**config.mk**
```make
export PLATFORM = sky130hd
export DESIGN_NAME = spike_encoder
export DESIGN_NICKNAME = d
export VERILOG_FILES = /design/src/rtl/spike_encoder.sv
export SDC_FILE = /design/constraint.sdc
export NUM_CORES = 1
export LEC_CHECK = 0
export CORE_MARGIN = 2
export CORE_UTILIZATION = 34
export CTS_CLUSTER_DIAMETER = 80
export DETAILED_ROUTE_END_ITERATION = 10
export GPL_TIMING_DRIVEN = 0
export PLACE_DENSITY = 0.59
export SYNTH_ARGS = -nofsm -noshare
export SYNTH_HDL_FRONTEND = slang
export SYNTH_SLANG_ARGS = --single-unit
```
**constraint.sdc**
```tcl
create_clock -name clk -period 1.7 [get_ports clk]
set_input_delay 0.34 -clock clk [delete_from_list [all_inputs] [get_ports clk]]
set_output_delay 0.34 -clock clk [all_outputs]
set_load 0.05 [all_outputs]
```
**src/rtl/spike_encoder.sv**
```systemverilog
// Time-to-first-spike encoder: latches one pixel vector per gamma window and
// fires each non-zero channel once, earlier for brighter channels.
module spike_encoder #(
  parameter int NUM_SPIKES = 8,
  parameter int VBITS      = 3
) (
  input  logic                        clk,
  input  logic                        rst_n,
  input  logic                        clear,
  input  logic                        in_valid,
  output logic                        in_ready,
  input  logic [NUM_SPIKES*VBITS-1:0] pixels,
  output logic [NUM_SPIKES-1:0]       spikes_out,
  output logic                        window_end,
  output logic                        busy,
  output logic [1:0]                  state_dbg
);

  // Handshake: a vector transfers on a rising edge where in_valid & in_ready.
  // in_ready is offered only in IDLE and FLUSH, never during RUN or while
  // clear or reset is asserted; pixels are sampled only on that edge.

  typedef enum logic [1:0] {
    IDLE  = 2'd0,
    RUN   = 2'd1,
    FLUSH = 2'd2
  } state_t;

  localparam logic [VBITS-1:0] MAXV = '1;
  localparam logic [VBITS-1:0] LAST = MAXV - VBITS'(1);

  state_t                             state, state_next;
  logic [VBITS-1:0]                   tick, tick_next;
  logic [NUM_SPIKES-1:0][VBITS-1:0]   pix;
  logic                               accept;

  assign in_ready  = rst_n & ~clear & ((state == IDLE) | (state == FLUSH));
  assign accept    = in_valid & in_ready;
  assign busy      = (state != IDLE);
  assign state_dbg = state;

  always_comb begin
    state_next = state;
    tick_next  = tick;
    if (clear) begin
      state_next = IDLE;
      tick_next  = '0;
    end else begin
      case (state)
        IDLE: begin
          if (accept) begin
            state_next = RUN;
            tick_next  = '0;
          end
        end
        RUN: begin
          if (tick == LAST) state_next = FLUSH;
          tick_next = tick + VBITS'(1);
        end
        FLUSH: begin
          // Back-to-back windows restart RUN without an idle gap.
          state_next = accept ? RUN : IDLE;
          tick_next  = '0;
        end
        default: begin
          state_next = IDLE;
          tick_next  = '0;
        end
      endcase
    end
  end

  always_ff @(posedge clk or negedge rst_n) begin
    if (!rst_n) begin
      state <= IDLE;
      tick  <= '0;
      pix   <= '0;
    end else begin
      state <= state_next;
      tick  <= tick_next;
      if (accept) pix <= pixels;
    end
  end

  // Moore decode from registered state only; clear blanks outputs immediately.
  always_comb begin
    spikes_out = '0;
    for (int i = 0; i < NUM_SPIKES; i++) begin
      spikes_out[i] = (state == RUN) && !clear && (pix[i] != '0) &&
                      (tick == MAXV - pix[i]);
    end
  end

  assign window_end = (state == FLUSH) && !clear;

endmodule

```
==> flow_summary_export.csv <==
group,metric,value,unit
outcome,status,"finished with violations",
outcome,violations,"setup timing",
critical_path,crit_buf_inv,3,
yosys,seq_area_frac_synth,0.463,
clocking,path_clk_slew,0.06,ns
critical_path,crit_fanout,10,
power_and_ir_drop,p_leak,1.15,nW
timing,fin_ws,-0.209,ns
critical_path,slowest_stage,"dfrtp_1",
layout,nets,225,
yosys,ys_ff_latch,29,
power_and_ir_drop,cellPowerDensity,845,mW/mm²
timing,hold_slack,0.531,ns
timing,tns,-3.73,ns
critical_path,path_class,"flip-flop to output pin",
drt,ant_nets,0,
timing,worst_slew_pin_slew,0.848,ns
drt,routed_wl,4270,µm
drt,firstDrtPassIters,4,
drt,drt_iter0_markers,38,
critical_path,cp_data_arrival_time,1.57,ns
yosys,synth_warnings,0,
timing,hold_violations,0,
place,place.gp.congestion,0.740,
yosys,ys_types,34,
yosys,synth_compound_area_frac,0.0982,
place,io_buffers,40,
yosys,synth.mux.area_fraction,0.172,
grt,track_usage,0.170,
floorplan,initial_core_util,0.358,
clocking,clock_path_buffers,2,
floorplan,chipHeight,71.9,µm
yosys,syn-num-nets,161,
critical_path,required,1.36,ns
clocking,cts_tree,"yes",
timing,fin_crit,1.91,ns
timing,fin_skew,0.00631,ns
drt,num_vias,1298,
critical_path,crit_chain,"buf_6 -> clkbuf_8 -> o22ai_1 -> a21oi_1 -> and4_4 -> buf_8",
floorplan,die_area,0.00517,mm²
yosys,syn_area,0.00157,mm²
hold_path,hold_path.class,"flip-flop to flip-flop",
floorplan,dieWidth,71.9,µm
timing,rsz0062_at_grt,"true",
grt,grt_overflow,0,
grt,antenna_found_initial,0,
clocking,cts_buffers,5,
critical_path,cp-end-kind,"output pin",
yosys,synth.avg_cell_area,12.0,µm²
layout,syn_to_final_growth,63.8,%
critical_path,worstSetupStartpoint,"tick[1]",
critical_path,crit_path_max_incr_delay,0.37,ns
yosys,synthSimpleGateAreaFrac,0.128,
critical_path,critPathLaunchType,"flip-flop",
drt,wl_per_cell,17.2,µm
drt,drc_errors,0,
clocking,insertion_delay,0.28,ns
critical_path,cp_top_family,"buffers and inverters",
flow_run,drv_cap,0,
grt,grt_max_degree,18,
power_and_ir_drop,vdd_drop_max,466,µV
hold_path,min_from,"pix[14]",
floorplan,core,0.00438,mm²
layout,n_antenna_cell,0,
timing,max_slew_margin,0.433,
clocking,htreeDepth,2,
timing,setup_viol_count_final,33,
floorplan,rows,24,
layout,n_fill_cell,364,
yosys,synth_xor_area_frac,0.0615,
timing,fmax,524,MHz
grt,grt_pass1_vias,1385,
grt,grt_pass1_wl,6630,µm
timing,layout_worst_path_cycle_share,1.12,
layout,final_util,0.586,
yosys,synthAdderAreaFrac,0.0160,
critical_path,r2r_start,"state_dbg[0]",
timing,slew_violations,0,
yosys,syn_inst,131,
place,dp_slack,-1.64,ns
clocking,clockRootBuffer,"clkbuf_8",
layout,layout-drive-gt1-share,0.485,
place,place_hpwl,2560,µm
clocking,clock_sinks,29,
drt,viasPerCell,5.23,
yosys,synth_top_family_by_area,"multiplexers",
floorplan,io_pins,41,
-- where the power goes --
part           switching, mW  internal, mW  total (mW)
clock network          0.258         0.330       0.588
logic                  0.231         0.399       0.630
registers              0.121         0.830       0.951
-- synthesized netlist by cell type --
cell,n,area [µm²]
o41ai_1,1,8.76
a2111oi_0,1,8.76
a21o_1,1,7.51
o21ai_0,7,35.0
buf_6,2,22.5
o21a_1,1,7.51
nor2b_1,2,12.5
nand2b_1,1,6.26
a31o_1,1,8.76
nor3b_1,3,22.5
nor4bb_2,1,16.3
and2_1,1,6.26
a21oi_1,8,40.0
nand3b_1,1,7.51
and4_1,6,52.6
inv_1,2,7.51
o22ai_1,6,37.5
nand2_1,3,11.3
xor2_1,9,78.8
or3b_2,1,8.76
mux2_2,24,270
buf_12,2,40.0
ha_1,2,25.0
nor4_2,1,12.5
nand3_1,1,5.00
nor2_1,1,3.75
clkbuf_1,3,11.3
dfrtp_1,29,726
or2b_1,1,7.51
or2_2,2,12.5
nor4b_1,1,8.76
buf_2,3,15.0
xnor2_1,2,17.5
and3_1,1,6.26
-- per-stage QoR --
stage	instances	cell area, µm²	power, mW
after floorplan	131	1610	1.23
after global placement	223	2080	1.37
after detailed placement	223	2080	1.40
after CTS	243	2370	2.06
after global routing	248	2570	2.29
final	248	2570	2.17
-- kinds of logic after synthesis --
kind of cell	Yosys count
DFF	29
xor gates and xnor gates	11
adders and majority gates	2
buffers and inverters	12
AOI/OAI and AO/OA	26
muxes	24
and+or+nand+nor	27
-- layout make-up --
cell class              count  area [µm²]  share of cell area
clock buffers               8        90.1              0.0351
repair buffers             59         612               0.238
flip-flops and latches     29         732               0.285
plain buffers               8         109              0.0424
inverters                   2        7.51             0.00292
multi-input cells          90         952               0.371
well taps                  52        65.1              0.0253
-- state kept, by name (all words and copies together) (netlist names) --
name / count
state_dbg: 2
pix: 24
tick: 3
-- layout by cell type (no fill, tap or decap), types with 2 or more instances in the layout --
master	n
buf_12	2
clkdlybuf4s50_1	25
or2_2	2
xor2_1	9
buf_6	14
and4_4	6
mux2_4	24
a21oi_1	6
dfrtp_2	5
inv_1	2
clkbuf_1	2
dlygate4sd2_1	3
buf_4	10
nor2b_1	2
o22ai_1	6
dlygate4sd3_1	2
o21ai_0	7
clkbuf_8	9
dfrtp_1	24
ha_1	2
nand2_1	3
buf_8	7
nor3b_2	2
-- timing repair --
item | CTS | global route
buffers inserted | 10 | 6
gates cloned | 1 | 0
gates resized for setup | 113 | 45
hold buffers | 2 | 0
hold endpoints to repair | 12 | 0
pin swaps | 5 | 5
setup endpoints to repair | 70 | 33
-- final timing paths --
path	end	slack, ns	depth (start not counted)
max in group asynchronous	pix[4]	0.40	2
worst min-delay path	pix[14]	0.53	1
min in group asynchronous	state_dbg[1]	0.61	2
worst max-delay path	spikes_out[3]	-0.21	6
worst min register to register	pix[14]	0.53	1
worst max register to register	pix[20]	-0.11	7
-- layer usage --
| metal | global-route usage | vias to the layer above | share of wire |
|---|---|---|---|
| met2 | 0.297 | 42 | 0.49 |
| li1 | - | 603 | - |
| met4 | 0.0440 | 0 | 0.0091 |
| met3 | 0.0472 | 7 | 0.056 |
| met5 | 0 | - | 0 |
| met1 | 0.208 | 646 | 0.45 |
Power figures use the tool's default switching activity.
